**config.mk**
```make
export PLATFORM = sky130hd
export DESIGN_NAME = gene_net_driver_flat
export DESIGN_NICKNAME = d
export VERILOG_FILES = /design/src/rtl/gene_net_driver_if.sv /design/src/rtl/gene_net_driver.sv /design/src/flat_wrapper.sv
export SDC_FILE = /design/constraint.sdc
export NUM_CORES = 1
export LEC_CHECK = 0
export BUFFER_PORTS_ARGS = -buffer_cell sky130_fd_sc_hd__buf_2
export CORE_MARGIN = 2
export CORE_UTILIZATION = 46
export DETAILED_ROUTE_END_ITERATION = 12
export PLACE_DENSITY = 0.78
export SYNTH_ARGS = -nofsm -noshare
export SYNTH_HDL_FRONTEND = slang
export SYNTH_SLANG_ARGS = --single-unit
```
**constraint.sdc**
```tcl
create_clock -name clk -period 3 [get_ports clk]
set_clock_uncertainty 0.2 [all_clocks]
set_input_delay 0.75 -clock clk [delete_from_list [all_inputs] [get_ports clk]]
set_output_delay 0.75 -clock clk [all_outputs]
set_load 0.02 [all_outputs]
```
**src/rtl/gene_net_driver_if.sv**
```systemverilog
// rtl/gene_net_driver_if.sv - start/status and detector-side bus of the gene network sweep driver
interface gene_net_driver_if #(
   parameter int N         = 8,
   parameter int MAX_STEPS = 16
);
   localparam int SW = $clog2(MAX_STEPS);

   logic          start;
   logic          cycle_flag;
   logic [N-1:0]  init;
   logic [N-1:0]  x;
   logic          x_valid;
   logic [SW-1:0] step_cnt;
   logic          busy;
   logic          done;
   logic          cycle_hit;
   logic          fixpt;
   logic          timeout;

   modport master (
      input  start, cycle_flag,
      output init, x, x_valid, step_cnt, busy, done, cycle_hit, fixpt, timeout
   );

   modport slave (
      output start, cycle_flag,
      input  init, x, x_valid, step_cnt, busy, done, cycle_hit, fixpt, timeout
   );
endinterface

```
**src/rtl/gene_net_driver.sv**
```systemverilog
// rtl/gene_net_driver.sv - sweeps all initial states of a threshold Boolean network into the cycle detector
// Optional FIXPT_DETECT_EN ends a trajectory as soon as f(x)==x.
module gene_net_driver #(
   parameter int             N         = 8,
   parameter int             MAX_STEPS = 16,
   parameter logic [N*N-1:0] ACT_MASK  = '0,
   parameter logic [N*N-1:0] INH_MASK  = '0
) (
   input  logic               clk,
   input  logic               rst,
   gene_net_driver_if.master  bus
);
   localparam int SW = $clog2(MAX_STEPS);
   localparam int CW = $clog2(N + 1);

   typedef enum logic [1:0] {IDLE, RUN, DONE} state_t;

   state_t        state_q, state_d;
   logic [N-1:0]  init_q, init_d;
   logic [N-1:0]  x_q, x_d;
   logic [SW-1:0] step_cnt_q, step_cnt_d;
   logic          busy_q, busy_d;
   logic          x_valid_q, x_valid_d;
   logic          done_q, done_d;
   logic          cycle_hit_q, cycle_hit_d;
   logic          fixpt_q, fixpt_d;
   logic          timeout_q, timeout_d;

   logic [N-1:0]  fx;
   logic [CW-1:0] act_cnt;
   logic [CW-1:0] inh_cnt;
   logic          fixpt_cond;
   logic          last_step;
   logic          end_cond;

   // Threshold update: gene follows the majority of its active regulators, holds on a tie.
   always_comb begin
      fx      = x_q;
      act_cnt = '0;
      inh_cnt = '0;
      for (int i = 0; i < N; i++) begin
         act_cnt = '0;
         inh_cnt = '0;
         for (int j = 0; j < N; j++) begin
            act_cnt = act_cnt + CW'(ACT_MASK[i*N+j] & x_q[j]);
            inh_cnt = inh_cnt + CW'(INH_MASK[i*N+j] & x_q[j]);
         end
         if (act_cnt > inh_cnt) begin
            fx[i] = 1'b1;
         end else if (act_cnt < inh_cnt) begin
            fx[i] = 1'b0;
         end
      end
   end

`ifdef FIXPT_DETECT_EN
   assign fixpt_cond = (fx == x_q);
`else
   assign fixpt_cond = 1'b0;
`endif

   assign last_step = (step_cnt_q == SW'(MAX_STEPS - 1));
   assign end_cond  = bus.cycle_flag | fixpt_cond | last_step;

   always_comb begin
      state_d     = state_q;
      init_d      = init_q;
      x_d         = x_q;
      step_cnt_d  = step_cnt_q;
      busy_d      = busy_q;
      x_valid_d   = x_valid_q;
      done_d      = 1'b0;
      cycle_hit_d = 1'b0;
      fixpt_d     = 1'b0;
      timeout_d   = 1'b0;
      case (state_q)
         IDLE: begin
            if (bus.start) begin
               init_d     = '0;
               x_d        = '0;
               step_cnt_d = '0;
               busy_d     = 1'b1;
               x_valid_d  = 1'b1;
               state_d    = RUN;
            end
         end
         RUN: begin
            if (end_cond) begin
               if (bus.cycle_flag) begin
                  cycle_hit_d = 1'b1;
               end else if (fixpt_cond) begin
                  fixpt_d = 1'b1;
               end else begin
                  timeout_d = 1'b1;
               end
               // The all-ones init is the last trajectory; init never wraps.
               if (init_q == '1) begin
                  x_valid_d = 1'b0;
                  state_d   = DONE;
               end else begin
                  init_d     = init_q + N'(1);
                  x_d        = init_q + N'(1);
                  step_cnt_d = '0;
               end
            end else begin
               x_d        = fx;
               step_cnt_d = step_cnt_q + SW'(1);
            end
         end
         DONE: begin
            done_d    = 1'b1;
            busy_d    = 1'b0;
            x_valid_d = 1'b0;
            state_d   = IDLE;
         end
         default: state_d = IDLE;
      endcase
   end

   always_ff @(posedge clk or negedge rst) begin
      if (!rst) begin
         state_q     <= IDLE;
         init_q      <= '0;
         x_q         <= '0;
         step_cnt_q  <= '0;
         busy_q      <= 1'b0;
         x_valid_q   <= 1'b0;
         done_q      <= 1'b0;
         cycle_hit_q <= 1'b0;
         fixpt_q     <= 1'b0;
         timeout_q   <= 1'b0;
      end else begin
         state_q     <= state_d;
         init_q      <= init_d;
         x_q         <= x_d;
         step_cnt_q  <= step_cnt_d;
         busy_q      <= busy_d;
         x_valid_q   <= x_valid_d;
         done_q      <= done_d;
         cycle_hit_q <= cycle_hit_d;
         fixpt_q     <= fixpt_d;
         timeout_q   <= timeout_d;
      end
   end

   assign bus.init      = init_q;
   assign bus.x         = x_q;
   assign bus.x_valid   = x_valid_q;
   assign bus.step_cnt  = step_cnt_q;
   assign bus.busy      = busy_q;
   assign bus.done      = done_q;
   assign bus.cycle_hit = cycle_hit_q;
   assign bus.fixpt     = fixpt_q;
   assign bus.timeout   = timeout_q;
endmodule

```
**src/flat_wrapper.sv**
```systemverilog
// flat-port wrapper written by rule: the top's interface ports become plain ports
module gene_net_driver_flat 
#(
   parameter int             N         = 8,
   parameter int             MAX_STEPS = 16,
   parameter logic [N*N-1:0] ACT_MASK  = '0,
   parameter logic [N*N-1:0] INH_MASK  = '0
)
  (clk, rst, bus_start, bus_cycle_flag, bus_init, bus_x, bus_x_valid, bus_step_cnt, bus_busy, bus_done, bus_cycle_hit, bus_fixpt, bus_timeout);
  gene_net_driver_if #(.N(N), .MAX_STEPS(MAX_STEPS)) bus_i ();
  input  logic clk;
  input  logic rst;
  input wire logic [$bits(bus_i.start)-1:0] bus_start;
  input wire logic [$bits(bus_i.cycle_flag)-1:0] bus_cycle_flag;
  output wire logic [$bits(bus_i.init)-1:0] bus_init;
  output wire logic [$bits(bus_i.x)-1:0] bus_x;
  output wire logic [$bits(bus_i.x_valid)-1:0] bus_x_valid;
  output wire logic [$bits(bus_i.step_cnt)-1:0] bus_step_cnt;
  output wire logic [$bits(bus_i.busy)-1:0] bus_busy;
  output wire logic [$bits(bus_i.done)-1:0] bus_done;
  output wire logic [$bits(bus_i.cycle_hit)-1:0] bus_cycle_hit;
  output wire logic [$bits(bus_i.fixpt)-1:0] bus_fixpt;
  output wire logic [$bits(bus_i.timeout)-1:0] bus_timeout;
  assign bus_i.start = bus_start;
  assign bus_i.cycle_flag = bus_cycle_flag;
  assign bus_init = bus_i.init;
  assign bus_x = bus_i.x;
  assign bus_x_valid = bus_i.x_valid;
  assign bus_step_cnt = bus_i.step_cnt;
  assign bus_busy = bus_i.busy;
  assign bus_done = bus_i.done;
  assign bus_cycle_hit = bus_i.cycle_hit;
  assign bus_fixpt = bus_i.fixpt;
  assign bus_timeout = bus_i.timeout;
  gene_net_driver #(.N(N), .MAX_STEPS(MAX_STEPS), .ACT_MASK(ACT_MASK), .INH_MASK(INH_MASK)) u_core (.clk(clk), .rst(rst), .bus(bus_i));
endmodule
```
Yosys cells after proc, flatten, opt, wreduce, memory -nomap -nowiden
Index checks and enable logic that the tools add are counted.

Muxes and demuxes: 24. Reduce and logical (&&, ||, !) cells: 9. Add/subtract/negate cells: 2. Bitwise gates (word level): 1. Equality and inequality tests: 9.

Operator list (number): $mux 8 (3); $pmux 8 s2 (1); $mux 4 (3); $mux 1 (10); $add 8x1->8 const B (1); $eq 8x8->1 const B (1); $pmux 4 s2 (1); $reduce_and 4->1 (2); $mux 2 (3); $reduce_and 3->1 (2); $add 4x1->4 const B (1); $eq 4x4->1 const B (1); $ne 2x1->1 const B (2); $ne 2x2->1 const B (2); $pmux 2 s2 (1); $reduce_bool 2->1 (2); $ne 3x3->1 const B (1); $pmux 1 s3 (1); $reduce_bool 3->1 (1); $eq 2x1->1 const B (1); $eq 2x2->1 const B (1); $logic_not 2->1 (1); $pmux 1 s2 (1); $reduce_and 2->1 (1); $or 1x1->1 (1).

Bits of input ports: 4. Register bits: 19. Word-level logic and storage cells: 53.

Longest topological paths before layout
Gate-level depths: netlist of run 1.

Word-level depth: 4. Depth in mapped cells: 7. Gate-level depth less buffers: 6.

Least setup slack after synthesis of run 1
Ideal clock, no wire load.

Path type: input -> register. Start point: input port bus_cycle_flag. End point: register u_core.init_q[7] (netlist: u_core.bus.init[7]). Library setup time: 0.126 ns. Arrival time: 1.638 ns. Buffers on the path: 0. Setup slack: 1.036 ns. Stages: 4. Path through: or2b_4 o21ai_2 nor2_2 a221o_1.

Word-level cells in the longest chain between the ends: 3.

RTL lines: start, declared (RTL line flat_wrapper.sv:14) `input wire logic [$bits(bus_i.cycle_flag)-1:0] bus_cycle_flag;`; $or 1x1->1 (RTL line gene_net_driver.sv:63) `assign end_cond = bus.cycle_flag | fixpt_cond | last_step;`; $ne 2x1->1 (no source line); $reduce_and 4->1 (no source line); end signal, assigned (RTL line gene_net_driver.sv:134) `init_q <= init_d;`; end, declared (RTL line gene_net_driver.sv:19) `logic [N-1:0] init_q, init_d;`.

No other way between the ends. A chain may end at the register's enable or synchronous reset.

Final worst setup path of run 1
Start point: register u_core.state_q[1]. End point: register u_core.init_q[7] (netlist: u_core.bus.init[7]).

Word-level cells in the longest chain between the ends: 3.

RTL lines: start, declared (RTL line gene_net_driver.sv:18) `state_t state_q, state_d;`; start signal, assigned (RTL line gene_net_driver.sv:133) `state_q <= state_d;`; $eq 2x1->1 or $logic_not 2->1 (tied branches) (RTL line gene_net_driver.sv:76) `case (state_q)`; $ne 2x2->1 (no source line), or another cell as far along; $reduce_and 4->1 (no source line).

Several ways; a longest one is shown, not always the timed one.

==> results of run 1 <==
[routing by layer]
metal	vias to the layer above	GRT usage (%)	share of wire, %
met3	6	3.01	6.2
met2	40	31.7	49
met1	480	24.2	42
li1	464	-	-
met4	0	12.9	2.8
met5	-	0	0
[area by class of cell]
| cell class | count | share of cell area [%] |
|---|---|---|
| tap | 30 | 2.87 |
| timing repair buffer | 28 | 10.7 |
| sequential | 19 | 36.4 |
| clock inverter | 1 | 0.383 |
| clock buffer | 3 | 1.72 |
| inverter | 7 | 2.01 |
| multi-input combinational | 80 | 45.9 |
[worst max-delay path, cell delays in order (launching register included)]
cell and delay, ns:
dfrtp_1 0.42, inv_1 0.11, ha_1 0.43, or2b_4 0.36
o21ai_2 0.30, nor2_2 0.10, a221o_1 0.32
[logic make-up (layout without fill, tap and decap cells)]
group,Yosys count,count (layout),synth area share [%]
AO/OA/AOI/OAI,29,29,21.0
adder cells (fa/ha/maj),5,5,5.30
buffers and inverters,17,39,8.90
flip-flops,19,19,40.3
multiplexers,5,5,4.87
other,1,1,0.317
AND/OR/NAND/NOR,40,40,19.4
[Yosys cell counts, drive strengths merged (3+ instances only)]
master / count
nor3: 3
ha: 5
nand4: 3
inv: 7
nor2: 7
nand2: 6
dfrtp: 19
nand3: 8
o21ai: 7
mux2: 3
buf: 10
o2111ai: 3
[metrics by stage]
stage / total power, mW / area (sq um)
after floorplan: 0.983 / 1180
after global placement: 1.09 / 1280
after global routing: 1.34 / 1310
after detailed placement: 1.12 / 1280
after CTS: 1.25 / 1310
final: 1.24 / 1310
[flip-flops by register name, summed over array words and instances, names as in the netlist]
| name | flops |
|---|---|
| u_core.bus.timeout | 1 |
| u_core.bus.x_valid | 1 |
| u_core.state_q | 2 |
| u_core.bus.busy | 1 |
| u_core.bus.cycle_hit | 1 |
| u_core.bus.init | 8 |
| u_core.bus.step_cnt | 4 |
| u_core.bus.done | 1 |
[power by group through the flow]
stage | registers (mW) | logic [mW] | clock network, mW
2_1_floorplan | 0.506 | 0.478 | 0
3_3_place_gp | 0.434 | 0.656 | 0
3_5_place_dp | 0.442 | 0.674 | 0
4_1_cts | 0.437 | 0.677 | 0.135
5_1_grt | 0.455 | 0.733 | 0.150
6_report | 0.437 | 0.673 | 0.134
[how the worst max path moves through the flow]
stage / startpoint / endpoint / slack [ns] / depth (start not counted)
after floorplan: bus_cycle_flag / u_core.bus.init[7]$_DFFE_PN0P_ / 1.04 / 4
after detailed placement: u_core.state_q[1]$_DFFE_PN0P_ / u_core.bus.init[7]$_DFFE_PN0P_ / 0.69 / 6
final: u_core.state_q[1]$_DFFE_PN0P_ / u_core.bus.init[7]$_DFFE_PN0P_ / 0.65 / 6
after global placement: u_core.state_q[1]$_DFFE_PN0P_ / u_core.bus.init[7]$_DFFE_PN0P_ / 0.81 / 6
after CTS: u_core.state_q[1]$_DFFE_PN0P_ / u_core.bus.init[7]$_DFFE_PN0P_ / 0.69 / 6
after global routing: u_core.state_q[1]$_DFFE_PN0P_ / u_core.bus.init[3]$_DFFE_PN0P_ / 0.54 / 6
==> flow_metrics.py, run 1 <==
metrics = {
    "outcome": {
        "status": "complete, no violations",
    },
    "layout": {
        "fin_nets": 148,
        "mostFrequentLayoutCells": "buf_2 (28), dfrtp_1 (19), nand3_1 (8)",
        "final_layout_size_suffix_gt1_share_pct": 33.3,
        "final_common_cell": "buf_2",
        "multiInputGateArea_sq_um": 601,
        "fillers": 221,
        "seqCellArea_sq_um": 475,
        "syn2layout_area_growth_pct": 10.7,
        "fin_util_pct": 53.3,
        "final_cells": 168,
        "diodes": 0,
    },
    "setup_path": {
        "path_max_fanout": 11,
        "r2r_cells": 6,
        "reg2reg_setup_slack_ns": 0.65,
        "cp-start-kind": "flip-flop",
        "crit_path_end_kind": "flip-flop",
        "cp_data_arrival_time_ns": 2.35,
        "r2r_start": "u_core.state_q[1]$_DFFE_PN0P_",
        "cp.required_ns": 3.00,
        "path_class": "flip-flop to flip-flop",
        "rr_endpoint": "u_core.bus.init[7]$_DFFE_PN0P_",
    },
    "synthesis": {
        "yosys-top-cells-area": "dfrtp_1 (40%), buf_4 (5.7%), ha_1 (5.3%), nand3_1 (3.4%), inv_1 (2.2%)",
        "syn_area_per_cell_sq_um": 10.2,
        "ys.flop_type": "dfrtp_1",
        "synth_edf_count": 0,
        "synth_seq_area_share_pct": 40.3,
        "synth_area_leader_cell": "dfrtp_1",
        "yosysWarningCount": 0,
        "netlist_area_sq_um": 1180,
        "synth_nets": 125,
        "async_flop_share_pct": 100,
        "synth_top_area_share_pct": 40.3,
        "ys_seq_elements": 19,
        "ys_types": 47,
        "netlist_instances": 116,
    },
    "cts": {
        "clock_latency_ns": 0.30,
        "root_buffer": "clkbuf_4",
        "cts-buffers-inserted": 3,
        "htree_levels": 1,
        "cts.repair.resized": 0,
        "clkTransAtPathRegs_ns": 0.11,
        "cts_buffer_depth": 2,
        "clock-sinks": 19,
        "cts_tree": "done",
        "holdBufCountCts": 0,
        "cts_setup_buffers": 0,
    },
    "sta": {
        "slew_viol_final": 0,
        "hold_viol": 0,
        "fin_crit_ns": 2.35,
        "finalCritPeriodShare_pct": 78.2,
        "setup_ws_ns": 0.653,
        "rsz0062_at_grt": "false",
        "setup_viol": 0,
        "tns_ns": 0,
        "max_freq_mhz": 426,
        "holdWs_ns": 0.168,
    },
    "power_and_ir_drop": {
        "powerDensity_nw_per_um2": 951,
        "switching_share_pct": 48.6,
        "ir_drop_mv": 0.512,
        "pwr-share-seq_pct": 35.1,
        "internal_power_mw": 0.640,
        "cellLeakagePower_nw": 0.649,
        "combinationalPowerShare_pct": 54.1,
        "clkPwrFrac_pct": 10.8,
        "switchingPower_mw": 0.604,
    },
    "global_route": {
        "grt_first_pass_wirelength_um": 4090,
        "grt_usage_pct": 19.7,
        "grt_overflow": 0,
        "antenna_found_initial": 0,
        "grt_max_degree": 20,
        "grt_pass1_vias": 886,
    },
    "route": {
        "drt_wl_total_um": 2530,
        "first_iter_violations": 27,
        "ant_nets": 0,
        "vias": 990,
        "drc_errors": 0,
        "viasPerCell": 5.89,
        "post_drt_wl_per_cell_um": 15.0,
        "drtPass1Iterations": 4,
    },
    "floorplanning": {
        "die_h_um": 54.7,
        "die_area_sq_um": 2990,
        "core_sq_um": 2450,
        "ios": 30,
        "start_util_pct": 48.1,
        "die_x_um": 54.7,
        "rows": 18,
    },
    "flow_run": {
        "max-cap-violations": 0,
    },
    "worst_hold_path": {
        "hp-class": "primary input to async pin",
    },
    "placed_design": {
        "dpl.cell_count": 164,
        "dp_slack_ns": 0.689,
        "gp_congestion": 0.841,
        "hpwl_um": 1880,
        "port_buffers": 28,
    },
}
(Power assumes the default switching activity.)
==> run 2: changes to the inputs <==
==> constraint.sdc (replaced) <==
create_clock -name clk -period 2.3 [get_ports clk]
set_clock_uncertainty 0.2 [all_clocks]
set_input_delay 0.575 -clock clk [delete_from_list [all_inputs] [get_ports clk]]
set_output_delay 0.575 -clock clk [all_outputs]
set_load 0.02 [all_outputs]
==> flow_metrics.py, run 2 (same netlist as run 1, synthesis figures left out) <==
metrics = {
    "setup_path": {
        "r2r_start": "u_core.state_q[1]$_DFFE_PN0P_",
        "rr_endpoint": "u_core.bus.init[7]$_DFFE_PN0P_",
        "cp_data_arrival_time_ns": 2.05,
        "crit_chain": "inv_1 -> ha_1 -> or2b_4 -> o21ai_2 -> nor2_2 -> a221o_1",
        "cp.required_ns": 2.30,
        "r2r_cells": 6,
        "slowest_stage": "dfrtp_1",
        "reg2reg_setup_slack_ns": 0.26,
        "path_class": "flip-flop to flip-flop",
        "slowest_delay_ns": 0.40,
        "cp-start-kind": "flip-flop",
        "path_max_fanout": 7,
        "crit_path_end_kind": "flip-flop",
    },
    "outcome": {
        "status": "complete, but fails checks",
        "violations": "hold timing",
    },
    "worst_hold_path": {
        "hp-class": "primary input to async pin",
    },
    "cts": {
        "clkTransAtPathRegs_ns": 0.12,
        "cts_setup_buffers": 0,
        "cts-buffers-inserted": 3,
        "cts_tree": "done",
        "cts_buffer_depth": 2,
        "htree_levels": 1,
        "clock-sinks": 19,
        "holdBufCountCts": 0,
        "cts.repair.resized": 0,
        "clock_latency_ns": 0.31,
        "root_buffer": "clkbuf_4",
    },
    "layout": {
        "diodes": 0,
        "syn2layout_area_growth_pct": 12.0,
        "fin_util_pct": 53.9,
        "largest_reg_flops": 8,
        "final_common_cell": "buf_2",
        "fin_nets": 150,
        "mostFrequentLayoutCells": "buf_2 (28), dfrtp_1 (19), nand3_1 (8)",
        "final_area_sq_um": 1320,
        "final_layout_size_suffix_gt1_share_pct": 34.3,
        "fillers": 223,
    },
    "floorplanning": {
        "rows": 18,
        "die_x_um": 54.7,
        "ios": 30,
        "start_util_pct": 48.1,
        "die_area_sq_um": 2990,
        "die_h_um": 54.7,
        "core_sq_um": 2450,
    },
    "power_and_ir_drop": {
        "power.total_mw": 1.64,
        "combinationalPowerShare_pct": 54.4,
        "pwr-share-seq_pct": 34.8,
        "internal_power_mw": 0.853,
        "switching_share_pct": 48.1,
        "clkPwrFrac_pct": 10.8,
        "switchingPower_mw": 0.791,
        "cellLeakagePower_nw": 0.659,
        "powerDensity_nw_per_um2": 1240,
        "ir_drop_mv": 0.682,
    },
    "sta": {
        "holdWs_ns": -0.0166,
        "setup_viol": 0,
        "finalCritPeriodShare_pct": 88.8,
        "rsz0062_at_grt": "false",
        "tns_ns": 0,
        "max_freq_mhz": 490,
        "fin_crit_ns": 2.04,
        "hold_viol": 19,
        "slew_viol_final": 0,
    },
    "global_route": {
        "grt_max_degree": 20,
        "grt_usage_pct": 18.8,
        "antenna_found_initial": 0,
        "grt_pass1_vias": 897,
        "grt_overflow": 0,
        "grt_first_pass_wirelength_um": 4000,
    },
    "route": {
        "vias": 989,
        "drt_wl_total_um": 2480,
        "first_iter_violations": 23,
        "post_drt_wl_per_cell_um": 14.6,
        "drtPass1Iterations": 4,
        "viasPerCell": 5.82,
        "drc_errors": 0,
        "ant_nets": 0,
    },
    "placed_design": {
        "placed_area_sq_um": 1290,
        "port_buffers": 28,
        "hpwl_um": 1830,
        "gp_congestion": 0.764,
    },
    "flow_run": {
        "max-cap-violations": 0,
    },
}
run 2: changes by cell type in the layout (fill, tap and decap cells not counted), sizes merged:
cell / delta
buf: +2
run 2: area by class of cell:
cell class | instances | area, sq um | share of cell area [%]
multi-input combinational | 80 | 601 | 45.4
sequential | 19 | 475 | 36.0
timing repair buffer | 30 | 155 | 11.7
tap | 30 | 37.5 | 2.84
inverter | 7 | 26.3 | 1.99
clock buffer | 3 | 22.5 | 1.70
clock inverter | 1 | 5.00 | 0.378
run 2: per-stage QoR:
stage               cells  setup slack, ns
floorplan             116            0.344
global placement      166            0.298
detailed placement    166            0.263
CTS                   170            0.251
global route          170            0.142
finish                170            0.257
run 2: routing by layer:
layer / GRT usage [%] / vias to the layer above / part of all wire [%]
li1: - / 477 / -
met1: 23.3 / 475 / 45
met2: 31.3 / 32 / 48
met3: 3.28 / 5 / 5.0
met4: 8.75 / 0 / 1.3
met5: 0 / - / 0
run 2: how the worst max path moves through the flow:
| stage | startpoint | to | slack (ns) | cells after the start |
|---|---|---|---|---|
| 5_1_grt | u_core.bus.init[0]$_DFFE_PN0P_ | u_core.bus.step_cnt[0]$_DFFE_PN0P_ | 0.14 | 5 |
| 4_1_cts | u_core.state_q[1]$_DFFE_PN0P_ | u_core.bus.init[7]$_DFFE_PN0P_ | 0.25 | 6 |
| 3_3_place_gp | bus_cycle_flag | u_core.bus.init[7]$_DFFE_PN0P_ | 0.30 | 5 |
| 6_report | u_core.state_q[1]$_DFFE_PN0P_ | u_core.bus.init[7]$_DFFE_PN0P_ | 0.26 | 6 |
| 2_1_floorplan | u_core.bus.init[1]$_DFFE_PN0P_ | u_core.bus.step_cnt[0]$_DFFE_PN0P_ | 0.34 | 5 |
| 3_5_place_dp | u_core.state_q[1]$_DFFE_PN0P_ | u_core.bus.init[7]$_DFFE_PN0P_ | 0.26 | 6 |
run 2: power groups by stage:
stage,combinational (mW),clock [mW],sequential [mW]
after CTS,0.897,0.178,0.572
after global placement,0.878,0,0.566
final,0.894,0.177,0.572
after global routing,0.979,0.195,0.595
after detailed placement,0.894,0,0.578
after floorplan,0.623,0,0.659
run 2: worst max-delay path, delay by kind of cell (launching register included):
| family | cells | cell delay [ns] |
|---|---|---|
| buffers and inverters | 1 | 0.10 |
| DFF | 1 | 0.40 |
| and+or+nand+nor | 2 | 0.42 |
| adders and majority gates | 1 | 0.22 |
| AOI/OAI and AO/OA | 2 | 0.61 |
==> run 3: changes to the inputs <==
--- a/config.mk
+++ b/config.mk
@@ -7,9 +7,9 @@
 export LEC_CHECK = 0
 export BUFFER_PORTS_ARGS = -buffer_cell sky130_fd_sc_hd__buf_2
 export CORE_MARGIN = 2
-export CORE_UTILIZATION = 46
+export CORE_UTILIZATION = 45
 export DETAILED_ROUTE_END_ITERATION = 12
-export PLACE_DENSITY = 0.78
+export PLACE_DENSITY = 0.79
 export SYNTH_ARGS = -nofsm -noshare
 export SYNTH_HDL_FRONTEND = slang
 export SYNTH_SLANG_ARGS = --single-unit
==> constraint.sdc (replaced) <==
create_clock -name clk -period 1.7 [get_ports clk]
set_clock_uncertainty 0.2 [all_clocks]
set_input_delay 0.425 -clock clk [delete_from_list [all_inputs] [get_ports clk]]
set_output_delay 0.425 -clock clk [all_outputs]
set_load 0.02 [all_outputs]
==> flow_metrics.py, run 3 (same netlist as run 1, synthesis figures left out) <==
metrics = {
    "layout": {
        "final_layout_size_suffix_gt1_share_pct": 58.3,
        "largest_reg_flops": 8,
        "final_common_cell": "buf_4",
        "diodes": 0,
        "syn2layout_area_growth_pct": 53.2,
        "final_cells": 205,
        "final_area_sq_um": 1810,
        "mostFrequentLayoutCells": "buf_4 (31), buf_2 (20), dfrtp_1 (15)",
        "fin_nets": 185,
    },
    "flow_run": {
        "max-cap-violations": 0,
    },
    "cts": {
        "clock-sinks": 19,
        "cts-buffers-inserted": 3,
        "clock_latency_ns": 0.31,
        "root_buffer": "clkbuf_4",
        "cts_tree": "done",
        "cts_buffer_depth": 2,
        "htree_levels": 1,
        "clkTransAtPathRegs_ns": 0.13,
    },
    "global_route": {
        "grt_first_pass_wirelength_um": 5160,
        "grt_max_degree": 20,
        "grt_overflow": 0,
        "antenna_found_initial": 0,
        "grt_usage_pct": 21.0,
        "grt_pass1_vias": 1111,
    },
    "route": {
        "drtPass1Iterations": 4,
        "first_iter_violations": 41,
        "met1_length_um": 1470,
        "wl_met2_um": 1770,
        "post_drt_wl_per_cell_um": 17.4,
        "viasPerCell": 5.75,
        "drc_errors": 0,
        "vias": 1179,
        "drt_wl_total_um": 3570,
        "maxUsedRoutingLayer": "met4",
        "route.met3.wl_um": 200,
        "ant_nets": 0,
    },
    "sta": {
        "setup_viol": 14,
        "setup_ws_ns": -0.208,
        "fin_crit_ns": 1.91,
        "hold_viol": 0,
        "max_freq_mhz": 524,
        "holdWs_ns": 0.306,
        "slew_viol_final": 0,
        "finalCritPeriodShare_pct": 112,
        "rsz0062_at_grt": "true",
        "tns_ns": -1.61,
    },
    "outcome": {
        "violations": "setup timing",
        "status": "complete, but fails checks",
    },
    "placed_design": {
        "dpl.cell_count": 192,
        "gp_congestion": 0.838,
        "placed_area_sq_um": 1550,
        "port_buffers": 28,
        "hpwl_um": 2150,
    },
    "floorplanning": {
        "rows": 18,
        "die_h_um": 55.2,
        "die_area_sq_um": 3050,
        "ios": 30,
        "core_sq_um": 2480,
        "die_x_um": 55.2,
        "start_util_pct": 47.7,
    },
    "power_and_ir_drop": {
        "pwr-share-seq_pct": 24.2,
        "switching_share_pct": 44.5,
        "switchingPower_mw": 1.34,
        "ir_drop_mv": 1.11,
        "cellLeakagePower_nw": 0.866,
        "power.total_mw": 3.02,
        "combinationalPowerShare_pct": 67.5,
        "clkPwrFrac_pct": 8.3,
        "powerDensity_nw_per_um2": 1670,
        "internal_power_mw": 1.68,
    },
    "setup_path": {
        "reg2reg_setup_slack_ns": -0.21,
        "cp_data_arrival_time_ns": 1.91,
        "path_max_fanout": 6,
        "cp.required_ns": 1.71,
        "path_class": "flip-flop to flip-flop",
        "crit_path_end_kind": "flip-flop",
        "cp-start-kind": "flip-flop",
    },
    "worst_hold_path": {
        "hp-class": "primary input to flip-flop",
    },
}
==> run 3: cell type report <==
cell class	instances	area (sq um)
Multi-Input combinational cell	80	739
Fill cell	170	668
Timing Repair Buffer	65	498
Sequential cell	19	480
Tap cell	30	37.5
Inverter	7	26.3
Clock buffer	3	22.5
Clock inverter	1	5.00
==> run 3: routing by layer <==
layer | GRT usage, % | vias to the layer above
li1 | - | 546
met1 | 27.2 | 569
met2 | 34.9 | 48
met3 | 3.28 | 16
met4 | 8.71 | 0
met5 | 0 | -
==> run 3: power groups by stage <==
stage	combinational [mW]	sequential [mW]	clock, mW
after floorplan	0.881	0.926	0
after global placement	1.59	0.710	0
after detailed placement	1.62	0.722	0
after CTS	1.76	0.719	0.248
after global routing	2.18	0.752	0.278
final	2.04	0.732	0.249
==> run 3: timing repair <==
action / 4_1_cts / 5_1_grt
gates resized for setup: 14 / 24
cloned: 0 / 0
pin swaps: 4 / 4
buffers inserted: 4 / 4
endpoints found under the setup margin: 15 / 27
endpoints found under the hold margin: 19 / 0
hold buffers: 1 / 0
==> run 3: final timing paths <==
path                            cells past startpoint                            endpoint                          start
worst min-delay path                                3         u_core.bus.busy$_DFFE_PN0P_                      bus_start
min in group asynchronous                           2      u_core.bus.init[3]$_DFFE_PN0P_                            rst
worst min register to register                      2         u_core.bus.busy$_DFFE_PN0P_    u_core.bus.busy$_DFFE_PN0P_
worst max-delay path                                6      u_core.bus.init[7]$_DFFE_PN0P_  u_core.state_q[1]$_DFFE_PN0P_
worst max register to register                      6      u_core.bus.init[7]$_DFFE_PN0P_  u_core.state_q[1]$_DFFE_PN0P_
max in group asynchronous                           2  u_core.bus.step_cnt[1]$_DFFE_PN0P_                            rst
==> run 3: worst max-delay path, cell delays in order, from the launching register on <==
cell and delay (ns):
dfrtp_1 0.41, inv_2 0.10, ha_4 0.15, or2b_4 0.30, o21ai_4 0.25, nor2_4 0.07
a221o_1 0.33
==> run 3: metrics by stage <==
step | worst slack, ns | utilization (%)
after global placement | -0.115 | 62.4
final | -0.208 | 73.0
after floorplan | -0.111 | -
after global routing | -0.257 | 73.0
after detailed placement | -0.166 | 62.4
after CTS | -0.157 | 67.8
